## src/rtl/rr_arbiter_8.sv

```systemverilog
// rr_arbiter_8: 8-requester round-robin arbiter with a hold-limit counter.
//
// A requester keeps the grant while it holds its request. If another
// requester is pending once the owner has held for MAX_HOLD cycles, the
// grant is rotated to the next requester with no idle cycle in between.
//
// Ports:
//   clk          - rising-edge clock
//   reset        - synchronous, active-high reset
//   req[7:0]     - level-sensitive request vector, bit i = requester i
//   grant[7:0]   - registered one-hot grant, zero when idle
//   grant_idx    - registered binary index of the grant bit, 0 when idle
//   grant_valid  - high whenever grant is nonzero
//   hold_expired - registered one-cycle pulse when a forced rotation lands
module rr_arbiter_8 #(
    parameter int MAX_HOLD = 16,
    parameter int CNT_W    = 8
) (
    input  logic       clk,
    input  logic       reset,
    input  logic [7:0] req,
    output logic [7:0] grant,
    output logic [2:0] grant_idx,
    output logic       grant_valid,
    output logic       hold_expired
);

    typedef enum logic {
        IDLE,
        GRANT
    } state_t;

    localparam logic [CNT_W-1:0] MAX_CNT = CNT_W'(MAX_HOLD);

    state_t           state, state_nx;
    logic [2:0]       ptr, ptr_nx;
    logic [CNT_W-1:0] cnt, cnt_nx;
    logic [7:0]       grant_nx;
    logic [2:0]       idx_nx;
    logic             he_nx;

    logic [7:0]       others;
    logic             owner_req;
    logic [7:0]       cand;
    logic [3:0]       pick;

    // Returns {found, index} of the first set bit of mask, scanning
    // base, base+1, ... base+7 modulo 8. The loop runs from the farthest
    // offset down so the nearest set bit is the last one written.
    function automatic logic [3:0] rr_pick(input logic [7:0] mask, input logic [2:0] base);
        logic [3:0] res;
        logic [2:0] j;
        res = '0;
        for (int k = 7; k >= 0; k--) begin
            j = base + 3'(k);
            if (mask[j]) res = {1'b1, j};
        end
        return res;
    endfunction

    // Everyone except the current owner; in IDLE grant is zero so this is req.
    assign others    = req & ~grant;
    assign owner_req = |(req & grant);
    assign cand      = (state == IDLE) ? req : others;
    assign pick      = rr_pick(cand, ptr);

    always_ff @(posedge clk) begin
        if (reset) begin
            state        <= IDLE;
            ptr          <= '0;
            cnt          <= '0;
            grant        <= '0;
            grant_idx    <= '0;
            hold_expired <= 1'b0;
        end else begin
            state        <= state_nx;
            ptr          <= ptr_nx;
            cnt          <= cnt_nx;
            grant        <= grant_nx;
            grant_idx    <= idx_nx;
            hold_expired <= he_nx;
        end
    end

    always_comb begin
        state_nx = state;
        ptr_nx   = ptr;
        cnt_nx   = cnt;
        grant_nx = grant;
        idx_nx   = grant_idx;
        he_nx    = 1'b0;

        unique case (state)
            IDLE: begin
                if (pick[3]) begin
                    state_nx = GRANT;
                    grant_nx = 8'(1) << pick[2:0];
                    idx_nx   = pick[2:0];
                    ptr_nx   = pick[2:0] + 3'd1;
                    cnt_nx   = CNT_W'(1);
                end
            end
            GRANT: begin
                if (owner_req) begin
                    if (others == 8'h00) begin
                        // Sole requester: count saturates, never forced off.
                        if (cnt < MAX_CNT) cnt_nx = cnt + CNT_W'(1);
                    end else if (cnt < MAX_CNT) begin
                        cnt_nx = cnt + CNT_W'(1);
                    end else begin
                        // Hold limit reached with competition: rotate now.
                        grant_nx = 8'(1) << pick[2:0];
                        idx_nx   = pick[2:0];
                        ptr_nx   = pick[2:0] + 3'd1;
                        cnt_nx   = CNT_W'(1);
                        he_nx    = 1'b1;
                    end
                end else if (pick[3]) begin
                    // Owner released while others wait: hand over directly.
                    grant_nx = 8'(1) << pick[2:0];
                    idx_nx   = pick[2:0];
                    ptr_nx   = pick[2:0] + 3'd1;
                    cnt_nx   = CNT_W'(1);
                end else begin
                    state_nx = IDLE;
                    grant_nx = '0;
                    idx_nx   = '0;
                    cnt_nx   = '0;
                end
            end
            default: state_nx = IDLE;
        endcase
    end

    assign grant_valid = |grant;

endmodule

```

## config.mk

```make
export PLATFORM = sky130hd
export DESIGN_NAME = rr_arbiter_8
export DESIGN_NICKNAME = d
export VERILOG_FILES = /design/src/rtl/rr_arbiter_8.sv
export SDC_FILE = /design/constraint.sdc
export NUM_CORES = 1
export LEC_CHECK = 0
export ABC_AREA = 1
export CORE_MARGIN = 5
export CORE_UTILIZATION = 55
export CTS_BUF_LIST = sky130_fd_sc_hd__clkbuf_4
export CTS_CLUSTER_DIAMETER = 100
export CTS_CLUSTER_SIZE = 24
export DETAILED_ROUTE_END_ITERATION = 8
export HOLD_SLACK_MARGIN = 0.02
export PLACE_DENSITY_LB_ADDON = 0.3
export SLEW_MARGIN = 15
export SYNTH_ARGS = -nofsm -noshare
export SYNTH_HDL_FRONTEND = slang
export SYNTH_SLANG_ARGS = --single-unit
```

## constraint.sdc

```tcl
create_clock -name clk -period 3.65 [get_ports clk]
set_input_delay 0.365 -clock clk [delete_from_list [all_inputs] [get_ports clk]]
set_output_delay 0.365 -clock clk [all_outputs]
set_load 0.005 [all_outputs]
```

==> summary.txt <==
Worst R2R End = ptr[2]
Layout cell share with drive strength beyond 1 = 0.134
# DRC = 0
Syn Inst Count = 317
Cell area after layout = 0.00220 mm2
First-pass GRT wire length = 8240 um
TritonCTS buffer count = 3
Dpl hpwl = 3770 um
Clk sinks = 24
Number of global-route vias before repair = 1930
Drt via density = 5.45
Worst Setup SP = ptr[1]
CTS Hold Bufs = 0
Post-synthesis sequential area ratio = 0.248
Yosys top cell area share = 0.248
Mean post-synth cell area = 6.12 um2
Hold Path Origin = cnt[5]
Width of the die = 69.4 um
Status = finished clean
CTS tree = done
Syn nets = 332
Initial antenna violation count = 0
Most common cell after layout, fill and taps aside = nand2_1
Clk slew on worst S/H paths = 0.13 ns
Synth Register Bits = 24
Gates resized, CTS repair = 0
Post-route minimum period = 2.90 ns
H-tree depth = 1
Most common cell on crit path = nand2_1
Clk root buf = clkbuf_4
DRT iter0 DRCs = 193
Hold slack = 0.452 ns
Comb power frac = 0.772
Hold WC Path Type = reg -> reg
Maximum operating frequency = 345 MHz
Die Height = 69.4 um
Die Footprint = 0.00482 mm2
Clock Tree Buf Depth = 2
Commonest non-fill, non-tap cells in the layout = nand2_1, nand3_1, inv_1, dfxtp_1, clkdlybuf4s50_1
I/O pins = 23
Worst-path maximum fanout = 9
Critical-path cell list = inv_1, ha_1, inv_1, nand3_1, nand3_2, nand2_2, nor2_1, nand2_1, nand3_1, nand2_1, nand2_1, nand2_1, nand2_1, nand2_2, nor2_1, ha_1, a211oi_2
GRT overflow = 0
Final max-slew violation count = 0
Core Box Area = 0.00339 mm2
Pre-CTS setup slack = 0.804 ns
Initial Util = 0.573
Switching share of total power = 0.556
Most area-consuming cells after synthesis = dfxtp_1, nand2_1, nand3_1, inv_1, a21oi_1
Netlist cell types = 34
Nets@finish = 352
Final setup violation count = 0
Hold path depth = 2
CP Data Required Time = 3.89 ns
Largest net degree at the start of global routing = 17
Internal power = 0.000984 W
Synth Warn # = 0
Placed cell area = 0.00218 mm2
GP Congestion = 0.903
Setup Buffers After CTS = 0
Lkg Pwr = 1.03 nW
CP peak stage delay = 0.53 ns
Avg WL per Cell = 12.4 um
Vias = 2081
Setup CP Type = reg -> reg
Clock Latency Late Sink = 0.31 ns
N_diodes = 0
DRT antenna net count = 0
Site Rows = 21
Drt first pass iters = 4
Slowest stage cell, crit path = ha_1
Max-cap violations = 0
Post-Route WL = 4730 um
Rel. slew slack = 0.599
CP Launch Type = flop
Worst setup margin = 0.748 ns
RSZ-0062 raised after global routing = no
Psw = 0.00123 W
Synth area leader = dfxtp_1
Setup TNS = 0 ns
R2R setup slack = 0.75 ns
Period utilisation layout = 0.795
CP endpoint kind = flop
Area Overhead vs Synth = 13.5%
Actual slew at the worst max-slew pin = 0.599 ns
Port bufs = 22
Crit path DAT = 3.14 ns
Worst R2R Start = ptr[1]
Power per cell area = 1010 mW/mm2
Clock Power Share = 0.053
Reg power frac = 0.174
Peak supply drop = 0.000548 V
Register-to-Register Path Depth = 17
GRT Total Usage = 0.201
Clock skew = 0.00502 ns
Hold path endpoint = cnt[5]
Final hold vios = 0
Cell area after synthesis = 0.00194 mm2
## layout make-up
| class | count | area [um2] |
|---|---|---|
| Multi-Input combinational cell | 241 | 1240 |
| Fill cell | 313 | 1190 |
| Sequential cell | 24 | 480 |
| Timing Repair Buffer | 24 | 235 |
| Inverter | 43 | 161 |
| Tap cell | 46 | 57.6 |
| Clock buffer | 3 | 22.5 |
| Clock inverter | 1 | 3.75 |
## power groups by stage
| stage | clock, W | combinational, W | sequential, W |
|---|---|---|---|
| after floorplan | 0 | 0.00134 | 0.000375 |
| after global placement | 0 | 0.00167 | 0.000388 |
| after detailed placement | 0 | 0.00170 | 0.000391 |
| after CTS | 0.000122 | 0.00171 | 0.000385 |
| after global routing | 0.000131 | 0.00195 | 0.000396 |
| final | 0.000118 | 0.00171 | 0.000387 |
## worst max-delay path, delay by kind of cell (launching register included)
family                   cells  cell delay (ns)
adder cells (fa/ha/maj)      2             0.81
flip-flops                   1             0.35
AND/OR/NAND/NOR             12             1.12
AO/OA/AOI/OAI                1             0.20
buffers and inverters        2             0.34
## worst max-delay path by stage
stage                           to  slack, ns
final                       ptr[2]       0.75
after global routing      grant[7]       0.38
after CTS                 grant[7]       0.77
after detailed placement  grant[7]       0.80
after global placement      ptr[2]       0.84
after floorplan             ptr[2]       0.90
## cell families (layout without fill, tap and decap cells)
kind of cell,count (synthesis),in the layout,synth area share
AOI/OAI and AO/OA,39,39,0.116
buffers and inverters,52,71,0.112
xor gates and xnor gates,3,3,0.0135
DFF,24,24,0.248
adders and majority gates,5,5,0.0322
and+or+nand+nor,194,194,0.478
## registers in the layout (all words and copies together), names as in the netlist
register / count
cnt: 8
grant: 8
grant_idx: 3
ptr: 3
hold_expired: 1
state: 1
## per-layer routing
layer,track usage,part of all wire
met4,0.0434,0.013
met5,0,0
met1,0.283,0.49
met3,0.0377,0.057
met2,0.318,0.44
## stage by stage
stage               total power [W]  std cells   util
global route                0.00248        382  0.650
global placement            0.00206        378  0.642
finish                      0.00222        382  0.650
floorplan                   0.00171        317      -
CTS                         0.00221        382  0.650
detailed placement          0.00209        378  0.642
## cell usage after synthesis
| cell | count |
|---|---|
| a211oi_2 | 1 |
| a21o_1 | 1 |
| a21oi_1 | 21 |
| a21oi_2 | 1 |
| a221oi_1 | 2 |
| a22o_1 | 1 |
| a31oi_1 | 1 |
| buf_1 | 1 |
| buf_2 | 3 |
| buf_4 | 1 |
| buf_6 | 2 |
| clkbuf_1 | 2 |
| dfxtp_1 | 24 |
| ha_1 | 5 |
| inv_1 | 35 |
| inv_2 | 8 |
| nand2_1 | 92 |
| nand2_2 | 14 |
| nand2_4 | 1 |
| nand3_1 | 42 |
| nand3_2 | 10 |
| nand4_1 | 2 |
| nor2_1 | 19 |
| nor2_2 | 1 |
| nor3_1 | 6 |
| nor3_2 | 2 |
| nor3b_1 | 2 |
| nor4_1 | 2 |
| o21ai_0 | 5 |
| o21ai_1 | 5 |
| o21ai_2 | 1 |
| or2_2 | 1 |
| xnor2_1 | 1 |
| xor2_1 | 2 |
Power figures use the tool's default switching activity.
==> edit 1: new RTL, same settings <==
The parameter `CNT_W` goes from 8 to 12.
--- a/src/rtl/rr_arbiter_8.sv
+++ b/src/rtl/rr_arbiter_8.sv
@@ -14,7 +14,7 @@
 //   hold_expired - registered one-cycle pulse when a forced rotation lands
 module rr_arbiter_8 #(
     parameter int MAX_HOLD = 16,
-    parameter int CNT_W    = 8
+    parameter int CNT_W    = 12
 ) (
     input  logic       clk,
     input  logic       reset,
Formal check against the unedited RTL: no difference found for any inputs over 10 cycles, from zero or initial values and one cycle with reset high; that may be too few to reach the edited logic, so the function may still have changed.
==> edit 1 against the unedited design <==
- non-clock buffer count is 1 lower
- synthesized area increased by 9.5%
- power rose by 0.65%
- core utilization is 0.26 points lower
- cell count is 5.2% higher
- final area increased by 9.2%
- first-iteration DRC count decreased by 36%
- worst setup slack got worse by 300 ps
- sequential cell count is 4 higher
- clock power rose by 70%
- die area grew 8.1%
- wire length up 7.3%
- via count is 1.9% higher
==> edit 1: results (changes against the unedited design) <==
Synth
  – Synth warn: 0 (unchanged)
  – Mapped Nets: 351 (+5.7%)
  – Unique masters post-synth: 36 (+5.9%)
  – Top cells by count, synth: nand2_1 (97), nand3_1 (41), inv_1 (37)
  – Seq/Total Area, Yosys: 26.4% (+1.6 points)
  – Asr flop ratio synth: 0% (unchanged)
  – Top cells by area, synth: dfxtp_1 (26%), nand2_1 (17%), nand3_1 (9.7%), inv_1 (6.5%), nor2_1 (5.3%)

Route
  – DRT Pass-1 Iters: 4 (unchanged)
  – Initial DRC Count: 123 (-36%)
  – WL final: 5080 um (+7.3%)
  – Vias per inst: 5.28 (-3.1%)

Pwr
  – NetSw: 0.00118 W (-4.5%)
  – Peak VDD IR: 0.514 mV (-6.2%)
  – LEAKAGE: 1.13 nW (+9.9%)

Timing
  – Final Skew: 5.05 ps (+0.0211 ps)
  – Slew @ Worst Pin: 665 ps (+65.3 ps)

Worst setup path
  – Max incr delay on CP: 550 ps (+20 ps)
  – Max FO, Critical Path: 9 (unchanged)
  – Crit path DAT: 3460 ps (+320 ps)
  – Slowest cell on crit path: ha_1

Run status
  – Status: completed

Final layout
  – Regs by FF count: cnt: 12 flops, grant: 8 flops
  – FILL cells: 354 (+13%)
  – Final net count: 370 (+5.1%)
  – Layout cell share with drive strength beyond 1: 13.6% (+0.17 points)
  – N_diodes: 0 (unchanged)

Clock network
  – CTS Buf Count: 3 (unchanged)
  – Postcts setup bufs: 0 (unchanged)
  – Worst skew pair latency: 330 ps (+20 ps)
  – CTS H-Tree Depth: 1 (unchanged)
  – Post-CTS sizing: 0 (unchanged)
  – Maximum clock path buffer count: 2 (unchanged)
  – Reg clk slew, reported paths: 150 ps (+20 ps)
  – Clock root buffer: clkbuf_4

Global routing
  – Initial antenna violation count: 0 (unchanged)
  – Largest net degree at the start of global routing: 19 (+2)
  – First-pass GRT wire length: 8840 um (+7.3%)
  – Vias in the first global route: 2,012 (+4.2%)
  – Total GRT Usage: 20.8% (+0.67 points)

Die
  – Die area: 5210 um^2 (+8.1%)

Place
  – Dpl ws: 526 ps (-278 ps)
  – Post-DP HPWL: 4060 um (+7.6%)
  – RePlAce Congestion: 0.959 (+6.2%)
  – I/O Buffers: 22 (unchanged)

Hold path
  – Worst min path class: register to register
## edit 1: cell count changes after synthesis, sizes merged, moves of 3 or more
cell   change
dfxtp      +4
nor4       +4
nor3       -6
nor2      +13
nand3      -3
nand2     +10
## edit 1: worst paths after layout
check               start  endpoint  slack, ps  cells after the start
setup reg to reg   ptr[1]    ptr[2]        450                     16
setup / recovery   ptr[1]    ptr[2]        450                     16
hold / removal    cnt[10]   cnt[10]        450                      2
hold reg to reg   cnt[10]   cnt[10]        450                      2
## edit 1: logic make-up (layout without fill, tap and decap cells)
logic type / after synthesis / after routing / synth area share, %
AOI/OAI and AO/OA: 34 / 34 / 9.48
buffers and inverters: 52 / 70 / 10.4
DFF: 28 / 28 / 26.4
and+or+nand+nor: 213 / 213 / 49.1
xor gates and xnor gates: 4 / 4 / 1.65
adders and majority gates: 5 / 5 / 2.94
## edit 1: critical path, delay by kind of cell, from the launching register on
kind | cells | cell delay, ps
fa+ha+maj | 2 | 810
flops | 1 | 530
buf+inv | 3 | 550
compound gates | 2 | 360
simple gates | 9 | 890
## edit 1: stage by stage
step | power (W) | cells | hold slack, ps | utilization (%) | area, um^2
after floorplan | 0.00166 | 336 | 416 | - | 2130
after global placement | 0.00200 | 398 | 428 | 63.3 | 2350
after detailed placement | 0.00202 | 398 | 432 | 63.3 | 2350
after CTS | 0.00223 | 402 | 454 | 64.7 | 2410
after global routing | 0.00249 | 402 | 477 | 64.7 | 2410
final | 0.00223 | 402 | 450 | 64.7 | 2410
## edit 1: routing by layer
layer | vias up | GRT usage [%] | part of all wire [%]
li1 | 1117 | - | -
met1 | 947 | 25.7 | 45
met2 | 47 | 37.4 | 51
met3 | 10 | 2.08 | 2.8
met4 | 0 | 6.89 | 1.8
met5 | - | 0 | 0
## edit 1: power by group through the flow
stage | sequential (W) | combinational, W | clock (W)
final | 0.000426 | 0.00161 | 0.000201
after global routing | 0.000437 | 0.00183 | 0.000223
after CTS | 0.000427 | 0.00159 | 0.000206
after detailed placement | 0.000433 | 0.00158 | 0
after global placement | 0.000433 | 0.00157 | 0
after floorplan | 0.000412 | 0.00125 | 0
## edit 1: final cells by class
class | count | area share [%]
multi-input combinational | 256 | 55.9
sequential | 28 | 23.3
timing repair buffer | 23 | 9.46
inverter | 43 | 6.71
tap | 48 | 2.50
clock inverter | 1 | 1.25
clock buffer | 3 | 0.936
==> edit 2: new RTL, same settings <==
Made on the original files. Register the output `hold_expired` once more, with the module's reset; this adds one clock of latency there. The other outputs are not delayed to match. Comments in the files are not updated.
--- a/src/rtl/rr_arbiter_8.sv
+++ b/src/rtl/rr_arbiter_8.sv
@@ -31,6 +31,8 @@
     } state_t;
 
     localparam logic [CNT_W-1:0] MAX_CNT = CNT_W'(MAX_HOLD);
+
+    logic hold_expired_s0;
 
     state_t           state, state_nx;
     logic [2:0]       ptr, ptr_nx;
@@ -71,14 +73,14 @@
             cnt          <= '0;
             grant        <= '0;
             grant_idx    <= '0;
-            hold_expired <= 1'b0;
+            hold_expired_s0 <= 1'b0;
         end else begin
             state        <= state_nx;
             ptr          <= ptr_nx;
             cnt          <= cnt_nx;
             grant        <= grant_nx;
             grant_idx    <= idx_nx;
-            hold_expired <= he_nx;
+            hold_expired_s0 <= he_nx;
         end
     end
 
@@ -134,5 +136,13 @@
 
     assign grant_valid = |grant;
 
+    always_ff @(posedge clk) begin
+        if (reset) begin
+            hold_expired <= '0;
+        end else begin
+            hold_expired <= hold_expired_s0;
+        end
+    end
+
 endmodule
 
Check against the original RTL: no difference found for any inputs over 10 cycles, from zero or initial values and one cycle with reset high; that may be too few to reach the edited logic, so the function may still have changed.
==> edit 2 against the unedited design <==
- sequential cell count increased by 1
- synthesized area fell by 2.5%
- power is 7.9% lower
- synthesized cell count down 3.8%
- clock power increased by 4%
- worst setup slack got worse by 150 ps
- final area shrank 2.5%
- combinational power decreased by 11%
- wire length grew 2.1%
- critical endpoint unchanged
- largest power group unchanged
- highest routed layer unchanged
==> edit 2: results (changes against the unedited design) <==
Run status
  – Status: completed

Global routing
  – Largest net degree at the start of global routing: 16 (-1)
  – First-pass GRT wire length: 8140 um (-1.3%)
  – Initial antenna violation count: 0 (unchanged)
  – Met3 usage: 3.40% (-0.36 points)
  – Total GRT Usage: 22.5% (+2.4 points)
  – Met1 Usage GRT: 29.8% (+1.5 points)
  – GR Util met2: 37.8% (+6.0 points)
  – Vias in the first global route: 1,781 (-7.7%)

Route
  – WL final: 4830 um (+2.1%)
  – DRT Pass-1 Iters: 4 (unchanged)
  – Post-route DRC: 0 (unchanged)
  – Vias per inst: 5.45 (about the same)
  – Initial DRC Count: 220 (+14%)

Synth
  – Unique masters post-synth: 32 (-5.9%)
  – Top cells by count, synth: nand2_1 (105), nand3_1 (46), inv_1 (34)
  – Top cells by area, synth: dfxtp_1 (26%), nand2_1 (21%), nand3_1 (12%), inv_1 (6.7%), nor2_1 (4.0%)
  – Top_reg_cell synth: dfxtp_1
  – Asr flop ratio synth: 0% (unchanged)
  – Synth warn: 0 (unchanged)
  – Seq/Total Area, Yosys: 26.4% (+1.7 points)
  – Mapped Nets: 320 (-3.6%)

Clock network
  – Post-CTS sizing: 0 (unchanged)
  – Reg clk slew, reported paths: 120 ps
  – Maximum clock path buffer count: 2 (unchanged)
  – Postcts setup bufs: 0 (unchanged)
  – Worst skew pair latency: 310 ps (about the same)
  – CTS H-Tree Depth: 1 (unchanged)
  – Clock root buffer: clkbuf_4
  – CTS Buf Count: 3 (unchanged)

Timing
  – Final Skew: 4.06 ps (-0.966 ps)
  – Slew @ Worst Pin: 482 ps (-117 ps)

Place
  – Dpl ws: 659 ps (-145 ps)
  – Post-DP HPWL: 3930 um (+4.3%)
  – RePlAce Congestion: 0.955 (+5.8%)
  – I/O Buffers: 22 (unchanged)

Hold path
  – Worst min path class: register to register

Pwr
  – Peak VDD IR: 0.496 mV (-9.5%)
  – LEAKAGE: 1.06 nW (+3.0%)

Final layout
  – Final net count: 342 (-2.8%)
  – Regs by FF count: cnt: 8 flops, grant: 8 flops
  – Layout cell share with drive strength beyond 1: 8.28% (-5.1 points)
  – N_diodes: 0 (unchanged)

Worst setup path
  – Crit path DAT: 3290 ps (+150 ps)
  – Critical path's top delay family: simple AND/OR/NAND/NOR gates
  – Slowest cell on crit path: dfxtp_1
  – Max FO, Critical Path: 9 (unchanged)
  – Max incr delay on CP: 510 ps (-20 ps)
==> edit 2: power breakdown <==
group	leakage (nW)	internal, W	total [W]	switching (W)
logic	0.834	0.000541	0.00153	0.000993
registers	0.204	0.000332	0.000388	0.0000557
clock network	0.0184	0.0000501	0.000123	0.0000731
==> edit 2: kinds of logic (layout without fill, tap and decap cells) <==
group | Yosys count | in the layout | share of synthesized area (%)
fa+ha+maj | 5 | 5 | 3.30
buf+inv | 43 | 64 | 10.5
flops | 25 | 25 | 26.4
simple gates | 198 | 198 | 48.2
xor+xnor | 4 | 4 | 1.85
compound gates | 30 | 30 | 9.65
==> edit 2: worst min-delay path, cell delays in order (launching register included) <==
cell and delay (ps):
dfxtp_1 320, inv_1 50, nor2_1 30
==> edit 2: area by class of cell <==
cell class / instances / area (um^2)
fill: 312 / 1190
tap: 46 / 57.6
sequential: 25 / 500
multi-input combinational: 237 / 1190
clock buffer: 4 / 30.0
inverter: 37 / 139
timing repair buffer: 23 / 228
==> edit 2: final timing paths <==
check / start / end / slack, ps / depth (start not counted)
setup / recovery: ptr[1] / ptr[2] / 600 / 19
hold / removal: hold_expired_s0 / hold_expired / 420 / 2
setup reg to reg: ptr[1] / ptr[2] / 600 / 19
hold reg to reg: hold_expired_s0 / hold_expired / 420 / 2
==> edit 2: layer usage <==
metal  wire length, um  part of all wire [%]  vias to the layer above
met5                 0                     0                        -
li1                  -                     -                     1034
met3               288                   6.0                        8
met1              2270                    47                      902
met4                63                   1.3                        0
met2              2210                    46                       82
==> edit 2: per-stage QoR <==
step | instance area, um^2 | power, W | std cells
finish | 2150 | 0.00204 | 372
global route | 2150 | 0.00228 | 372
CTS | 2150 | 0.00203 | 372
detailed placement | 2120 | 0.00190 | 368
global placement | 2120 | 0.00189 | 368
floorplan | 1890 | 0.00158 | 305
